==> config.mk <==
export PLATFORM = sky130hd
export DESIGN_NAME = gate_truth_sequencer
export DESIGN_NICKNAME = d
export VERILOG_FILES = /design/src/rtl/gate_seq_pkg.sv /design/src/rtl/gate_seq_hold_cnt.sv /design/src/rtl/gate_truth_sequencer.sv
export SDC_FILE = /design/constraint.sdc
export NUM_CORES = 1
export LEC_CHECK = 0
export ABC_AREA = 1
export CAP_MARGIN = 10
export CORE_MARGIN = 10
export CORE_UTILIZATION = 54
export DETAILED_ROUTE_END_ITERATION = 10
export GPL_TIMING_DRIVEN = 0
export PLACE_DENSITY = 0.89
export SKIP_CTS_REPAIR_TIMING = 1
export SYNTH_ARGS = -nofsm -noshare
export SYNTH_HDL_FRONTEND = slang
export SYNTH_SLANG_ARGS = --single-unit
==> constraint.sdc <==
create_clock -name clk -period 2.4 [get_ports clk]
set_clock_uncertainty 0.2 [all_clocks]
set_input_delay 0.48 -clock clk [delete_from_list [all_inputs] [get_ports clk]]
set_output_delay 0.48 -clock clk [all_outputs]
set_load 0.005 [all_outputs]
==> src/rtl/gate_seq_pkg.sv <==
// Shared types and constants for the gate truth-table sequencer.
//   state_t        : sequencer FSM states
//   TT_*           : reference truth tables, bit i = Y for {A,B}=i
//   NUM_VEC        : number of input vectors swept per pass
package gate_seq_pkg;

  typedef enum logic [1:0] {IDLE, DRIVE, DONE} state_t;

  localparam logic [3:0] TT_NAND = 4'b0111;
  localparam logic [3:0] TT_AND  = 4'b1000;
  localparam logic [3:0] TT_OR   = 4'b1110;
  localparam logic [3:0] TT_XOR  = 4'b0110;
  localparam logic [3:0] TT_NOR  = 4'b0001;

  localparam int NUM_VEC = 4;

endpackage

==> src/rtl/gate_seq_hold_cnt.sv <==
// Hold counter: counts 0..HOLD_CYCLES-1 while enabled, wrapping to 0 after
// the terminal count.
//   clk, rst : clock, async active-high reset
//   clr      : synchronous clear (wins over en)
//   en       : advance the count
//   tc       : count == HOLD_CYCLES-1
module gate_seq_hold_cnt #(
  parameter int HOLD_CYCLES = 10
) (
  input  logic clk,
  input  logic rst,
  input  logic clr,
  input  logic en,
  output logic tc
);

  localparam int CW = (HOLD_CYCLES > 1) ? $clog2(HOLD_CYCLES) : 1;

  logic [CW-1:0] count;

  assign tc = (count == CW'(HOLD_CYCLES - 1));

  always_ff @(posedge clk or posedge rst) begin
    if (rst)      count <= '0;
    else if (clr) count <= '0;
    else if (en)  count <= tc ? '0 : count + 1'b1;
  end

endmodule

==> src/rtl/gate_truth_sequencer.sv <==
// Clocked truth-table checker for a 2-input gate. Drives {A,B} through
// 00,01,10,11, holding each vector HOLD_CYCLES clocks, samples Y on the last
// hold cycle of each vector and compares the 4-bit table to EXPECTED.
//   clk, rst          : clock, async active-high reset
//   start             : begin a sweep (only honoured in IDLE)
//   A, B              : registered gate stimulus
//   Y                 : gate output under test
//   busy              : sweep in progress (DRIVE or DONE)
//   done              : one-cycle pulse at sweep end
//   pass              : truth == EXPECTED for last completed sweep
//   truth             : captured table, bit i = Y for {A,B}=i
//   vec_idx           : current vector index ({A,B})
// Optional (GATE_SEQ_FAIL_IDX_EN):
//   first_fail_vld/idx: sticky index of the first mismatching vector
module gate_truth_sequencer
  import gate_seq_pkg::*;
#(
  parameter int         HOLD_CYCLES = 10,
  parameter logic [3:0] EXPECTED    = TT_NAND
) (
  input  logic       clk,
  input  logic       rst,
  input  logic       start,
  output logic       A,
  output logic       B,
  input  logic       Y,
  output logic       busy,
  output logic       done,
  output logic       pass,
  output logic [3:0] truth,
  output logic [1:0] vec_idx
`ifdef GATE_SEQ_FAIL_IDX_EN
  ,
  output logic       first_fail_vld,
  output logic [1:0] first_fail_idx
`endif
);

  state_t     state;
  logic       hold_tc;
  logic       last_vec;
  logic [3:0] truth_nxt;

  // Counter runs only in DRIVE; held at zero elsewhere so each sweep starts
  // with a full hold on vector 0.
  gate_seq_hold_cnt #(.HOLD_CYCLES(HOLD_CYCLES)) u_hold_cnt (
    .clk (clk),
    .rst (rst),
    .clr (state != DRIVE),
    .en  (state == DRIVE),
    .tc  (hold_tc)
  );

  assign last_vec = (vec_idx == 2'(NUM_VEC - 1));

  // Table with the current sample merged, so pass can be registered on the
  // same edge that captures the final vector.
  always_comb begin
    truth_nxt          = truth;
    truth_nxt[vec_idx] = Y;
  end

  always_ff @(posedge clk or posedge rst) begin
    if (rst) begin
      state   <= IDLE;
      A       <= 1'b0;
      B       <= 1'b0;
      vec_idx <= 2'd0;
      busy    <= 1'b0;
      done    <= 1'b0;
      pass    <= 1'b0;
      truth   <= 4'b0000;
    end else begin
      done <= 1'b0;
      case (state)
        IDLE: begin
          A       <= 1'b0;
          B       <= 1'b0;
          vec_idx <= 2'd0;
          busy    <= 1'b0;
          if (start) begin
            state <= DRIVE;
            busy  <= 1'b1;
            truth <= 4'b0000;
          end
        end
        DRIVE: begin
          if (hold_tc) begin
            truth <= truth_nxt;
            if (last_vec) begin
              state <= DONE;
              done  <= 1'b1;
              pass  <= (truth_nxt == EXPECTED);
            end else begin
              vec_idx  <= vec_idx + 2'd1;
              {A, B}   <= vec_idx + 2'd1;
            end
          end
        end
        DONE: begin
          // A/B stay at 11 through DONE, then return to 00.
          state   <= IDLE;
          busy    <= 1'b0;
          A       <= 1'b0;
          B       <= 1'b0;
          vec_idx <= 2'd0;
        end
        default: state <= IDLE;
      endcase
    end
  end

`ifdef GATE_SEQ_FAIL_IDX_EN
  always_ff @(posedge clk or posedge rst) begin
    if (rst) begin
      first_fail_vld <= 1'b0;
      first_fail_idx <= 2'd0;
    end else if (state == IDLE && start) begin
      first_fail_vld <= 1'b0;
      first_fail_idx <= 2'd0;
    end else if (state == DRIVE && hold_tc && !first_fail_vld &&
                 (Y != EXPECTED[vec_idx])) begin
      first_fail_vld <= 1'b1;
      first_fail_idx <= vec_idx;
    end
  end
`endif

endmodule

### After elaboration in Yosys (flattened, before gate mapping)

Cells that the tools add are included.

| cells by class | value |
|---|---|
| reduce and logical (&&, ||, !) cells | 11 |
| order comparisons | 2 |
| muxes and demuxes | 27 |
| eq/ne operators | 10 |
| $add $sub $neg | 2 |

Operators with widths:

| kind | number |
|---|---|
| two-way mux 4 bit | 5 |
| AND reduction 3 bit | 4 |
| two-way mux 2 bit | 5 |
| two-way mux 1 bit | 9 |
| != test 2 bit (second input constant) | 4 |
| case mux 2 bit (2 select lines) | 2 |
| case mux 4 bit (2 select lines) | 1 |
| nonzero test 2 bit | 4 |
| case mux 1 bit (2 select lines) | 3 |
| adder 4 x 1 -> 4 bit (second input constant) | 1 |
| bitwise mux 4 bit | 1 |
| == test 2 bit (second input constant) | 2 |
| == test 4 x 3 -> 1 bit (second input constant) | 1 |
| == test 4 bit (second input constant) | 1 |
| < comparator 2 x 3 -> 1 bit (second input constant) | 1 |
| adder 2 x 1 -> 2 bit (second input constant) | 1 |
| demux 1 bit (select 2 bit) | 1 |
| == test 2 x 1 -> 1 bit (second input constant) | 1 |
| >= comparator 2 x 1 -> 1 bit (second input constant) | 1 |
| zero test 2 bit | 1 |
| != test 2 x 1 -> 1 bit (second input constant) | 1 |
| OR reduction 2 bit | 1 |
| logical AND 1 bit | 1 |

| storage, ports and cells | value |
|---|---|
| input port bits | 4 |
| bits in registers | 17 |

### Logic depth before layout (Yosys ltp)

Gate-level depths: netlist (run 1).

| depth | value |
|---|---|
| depth in word-level cells | 7 |
| depth in mapped cells | 8 |
| depth with buffers taken out | 8 |

### Modules after synthesis

Synthesis (run 1) repeated with hierarchy kept, for this count alone.

| second synthesis, totals | value |
|---|---|
| cell total of the unflattened synthesis | 113 |
| area, all modules | 880.8 um^2 |

By module, submodules not included:

| module | area an instance (um^2) | instances | sequential area each (um^2) | cells an instance |
|---|---|---|---|---|
| gate_truth_sequencer | 623.1 | 1 | 275.3 | 77 |
| gate_seq_hold_cnt | 257.7 | 1 | 100.1 | 36 |

### Worst setup path after synthesis (run 1)

Ideal clock, no wire load.

| path | value |
|---|---|
| path type | register -> register |
| start | register vec_idx[1] |
| end | register vec_idx[0] |
| slack | 1,040 ps |
| arrival time | 1,043 ps |
| stages on the path, launching flop included | 6 |
| buffers on the path | 0 |
| period minus slack after synthesis | 1,360 ps |
| cells stage by stage | dfrtp_1 > ha_1 > nor2_1 > nand2_2 > nor2_1 > nor2_2 |

| on the way | value |
|---|---|
| cells in the longest elaborated chain, start to end | 3 |

RTL lines:

| item | RTL line | text |
|---|---|---|
| start: declaration | gate_truth_sequencer.sv:31 | `output logic [1:0] vec_idx` |
| start signal: assignment | gate_truth_sequencer.sv:95 | `vec_idx <= vec_idx + 2'd1;` |
| == test 2 bit | gate_truth_sequencer.sv:54 | `assign last_vec = (vec_idx == 2'(NUM_VEC - 1));` |
| != test 2 bit (no line) | - |  |
| AND reduction 3 bit (no line) | - |  |

No other way between the ends.
A chain may end at the register's enable or synchronous reset.

### Worst setup path after layout (run 1)

| path | value |
|---|---|
| start | register vec_idx[1] |
| end | output vec_idx[1] |

No word-level cell between the ends.

==> impl_metrics.prom, run 1 <==
# TYPE chip_impl_metric gauge
chip_impl_metric{name="max-vdd-ir-drop",unit="V"} 0.000430
chip_impl_metric{name="std_cell_rows",unit=""} 14
chip_impl_metric{name="drt_drc_violations_left",unit=""} 0
chip_impl_info{name="endpoint_kind",value="output pin"} 1
chip_impl_metric{name="drv_cap",unit=""} 0
chip_impl_metric{name="drt_wl_total",unit="um"} 1730
chip_impl_metric{name="portBuffers",unit=""} 14
chip_impl_metric{name="full_die_area",unit="um2"} 3550
chip_impl_metric{name="route.vias.total",unit=""} 653
chip_impl_metric{name="syn_area",unit="um2"} 845
chip_impl_metric{name="initial_utilization",unit=""} 0.567
chip_impl_metric{name="final_antenna_net_count",unit=""} 0
chip_impl_metric{name="ys.warnings.count",unit=""} 0
chip_impl_metric{name="timing.critical_path.buf_inv",unit=""} 2
chip_impl_info{name="critical-path-slowest-cell",value="clkdlybuf4s50_1"} 1
chip_impl_metric{name="cts_buffer_depth",unit=""} 2
chip_impl_info{name="timing.critical_path.from_type",value="register"} 1
chip_impl_metric{name="antenna_found_initial",unit=""} 0
chip_impl_metric{name="path_max_fanout",unit=""} 6
chip_impl_metric{name="die_w",unit="um"} 59.5
chip_impl_metric{name="hpwlAfterDp",unit="um"} 1410
chip_impl_info{name="cts_tree",value="yes"} 1
chip_impl_metric{name="hold_viol",unit=""} 0
chip_impl_metric{name="worst_skew_pair.late_latency",unit="ns"} 0.29
chip_impl_metric{name="dpl_cell_area",unit="um2"} 1000
chip_impl_metric{name="cp_slowest_stage_delay",unit="ns"} 0.49
chip_impl_metric{name="avgViaCountPerCell",unit=""} 4.91
chip_impl_metric{name="leakage",unit="nW"} 0.516
chip_impl_metric{name="post-route-cell-area",unit="um2"} 1030
chip_impl_metric{name="worst_slew_pin_slew",unit="ns"} 0.584
chip_impl_metric{name="routedWlPerCell",unit="um"} 13.0
chip_impl_metric{name="max_clock_freq",unit="MHz"} 489
chip_impl_metric{name="antenna-diode-count",unit=""} 0
chip_impl_metric{name="num_io_pins",unit=""} 15
chip_impl_info{name="grt_setup_unrepaired",value="no"} 1
chip_impl_metric{name="power_per_cell_area",unit="nW/um2"} 668
chip_impl_info{name="yosys-top-cells-area",value="dfrtp_1 44%, nand2_1 12%, ha_1 8.9%"} 1
chip_impl_metric{name="finalSetupViolations",unit=""} 0
chip_impl_metric{name="clk_transition_reported_paths",unit="ns"} 0.10
chip_impl_info{name="netlist.top_cell.by_area",value="dfrtp_1"} 1
chip_impl_metric{name="synth.ff_latch_count",unit=""} 15
chip_impl_metric{name="seq_area_frac_synth",unit=""} 0.444
chip_impl_metric{name="synth_top_cell_area_share",unit=""} 0.444
chip_impl_info{name="timing_worst_setup_path_type",value="reg2out"} 1
chip_impl_metric{name="ctsHtreeMaxLevel",unit=""} 1
chip_impl_metric{name="globalRouteTotalUtil",unit=""} 0.110
chip_impl_metric{name="chipHeight",unit="um"} 59.5
chip_impl_info{name="layout.cells.most_common_list",value="28 x nand2_1, 15 x dfrtp_1, 14 x clkdlybuf4s50_1"} 1
chip_impl_metric{name="clock_buffers_created_by_tritoncts",unit=""} 3
chip_impl_metric{name="synth_cell_types",unit=""} 21
chip_impl_metric{name="worst-endpoint-required",unit="ns"} 1.72
chip_impl_metric{name="period_utilization",unit=""} 0.852
chip_impl_metric{name="avgSynthCellArea",unit="um2"} 8.53
chip_impl_info{name="holdCritPathClass",value="reg2reg"} 1
chip_impl_metric{name="arrival",unit="ns"} 1.36
chip_impl_metric{name="globalRouteOverflowTotal",unit=""} 0
chip_impl_metric{name="dr.pass1.iters",unit=""} 4
chip_impl_info{name="outcome",value="complete, no violations"} 1
chip_impl_metric{name="tritoncts_num_sinks",unit=""} 15
chip_impl_metric{name="finalCriticalPeriod",unit="ns"} 2.04
chip_impl_metric{name="first_pass_grt_wire_length",unit="um"} 3030
chip_impl_metric{name="maxSlewViolCount",unit=""} 0
chip_impl_metric{name="setup-tns-final",unit="ns"} 0
chip_impl_metric{name="max_slew_margin",unit=""} 0.610
chip_impl_metric{name="grt_start_max_net_pins",unit=""} 16
chip_impl_info{name="clockRootBuffer",value="clkbuf_4"} 1
chip_impl_metric{name="synthesized_net_count",unit=""} 109
chip_impl_metric{name="finish.net_count",unit=""} 128
chip_impl_metric{name="syn_to_final_growth",unit="%"} 22.2
chip_impl_metric{name="first_global_vias",unit=""} 748
chip_impl_metric{name="final_cells",unit=""} 133
chip_impl_metric{name="placedCellCount",unit=""} 129
chip_impl_info{name="timing.critical_path.cells",value="buf_4, clkdlybuf4s50_1"} 1
chip_impl_metric{name="synthesis.instances",unit=""} 99
chip_impl_metric{name="coreArea",unit="um2"} 1490
chip_impl_info{name="layout_commonest_cell",value="nand2_1"} 1
chip_impl_metric{name="drive_gt1_frac",unit=""} 0.179
chip_impl_metric{name="detailedRoute.firstIterationViolations",unit=""} 18
chip_impl_metric{name="gpl.final_weighted_congestion",unit=""} 0.839
chip_impl_info{name="cpLargestDelayFamily",value="buffers and inverters"} 1
## metal layers
metal | routed length (um) | GRT usage | vias up
met4 | 51 | 0.0673 | 0
met2 | 936 | 0.199 | 13
met1 | 678 | 0.111 | 301
met3 | 65 | 0.0215 | 7
li1 | - | - | 332
met5 | 0 | 0 | -
## sequential cells by signal (all words and copies together), names as in the netlist
register          cells
state                 2
u_hold_cnt.count      4
vec_idx               2
pass                  1
busy                  1
done                  1
truth                 4
## final timing paths
path,from,end,slack (ns),cells past startpoint
setup / recovery,vec_idx[1]$_DFFE_PP0P_,vec_idx[1],0.36,2
hold / removal,u_hold_cnt.count[0]$_DFF_PP0_,u_hold_cnt.count[0]$_DFF_PP0_,0.30,1
setup reg to reg,vec_idx[1]$_DFFE_PP0P_,vec_idx[0]$_DFFE_PP0P_,0.89,5
hold reg to reg,u_hold_cnt.count[0]$_DFF_PP0_,u_hold_cnt.count[0]$_DFF_PP0_,0.30,1
max in group asynchronous,rst,vec_idx[1]$_DFFE_PP0P_,1.28,2
min in group asynchronous,rst,pass$_DFFE_PP0P_,0.33,2
## through the flow
step / power, mW / utilization / worst slack (ns) / hold WS, ns
4_1_cts: 0.701 / 0.693 / 0.334 / 0.307
5_1_grt: 0.740 / 0.693 / 0.308 / 0.340
3_3_place_gp: 0.534 / 0.675 / 0.691 / 0.266
6_report: 0.689 / 0.693 / 0.355 / 0.303
2_1_floorplan: 0.480 / - / 1.04 / 0.181
3_5_place_dp: 0.551 / 0.675 / 0.655 / 0.279
## logic make-up after synthesis
kind of cell,count (synthesis),synth area share
AND/OR/NAND/NOR,55,0.333
AO/OA/AOI/OAI,3,0.0207
flip-flops,15,0.444
buffers and inverters,18,0.0918
adder cells (fa/ha/maj),6,0.0889
XOR/XNOR,2,0.0207
## where the power goes
part / internal (mW) / switching [mW] / total [mW]
clock: 0.0621 / 0.0849 / 0.147
combinational: 0.0942 / 0.109 / 0.203
sequential: 0.294 / 0.0453 / 0.340
total: 0.451 / 0.239 / 0.689
## cell usage after synthesis
cell      number
nand2_1       28
dfrtp_1       15
inv_1         12
nor2_1         9
nand3_1        7
ha_1           6
inv_2          3
nand2_2        3
nor2_2         3
buf_4          2
a21oi_1        1
inv_4          1
nand2_4        1
nand3_2        1
nand3_4        1
nor2_4         1
nor2_8         1
o211ai_1       1
o21ai_1        1
xnor2_1        1
xor2_1         1
## area by class of cell
class | count | area, um2
flip-flops and latches | 15 | 375
repair buffers | 14 | 140
clock buffers | 3 | 22.5
multi-input cells | 66 | 392
plain buffers | 2 | 15.0
clock inverters | 1 | 5.00
well taps | 16 | 20.0
fillers | 122 | 457
inverters | 16 | 62.6
Note: power is estimated with default switching activity, not from simulation.
==> run 2, diff against run 1 <==
--- a/config.mk
+++ b/config.mk
@@ -16,3 +16,4 @@
 export SYNTH_ARGS = -nofsm -noshare
 export SYNTH_HDL_FRONTEND = slang
 export SYNTH_SLANG_ARGS = --single-unit
+export TNS_END_PERCENT = 20
==> results of run 2 <==
Same layout as run 1: the final DEF is identical, and so are final timing and power.
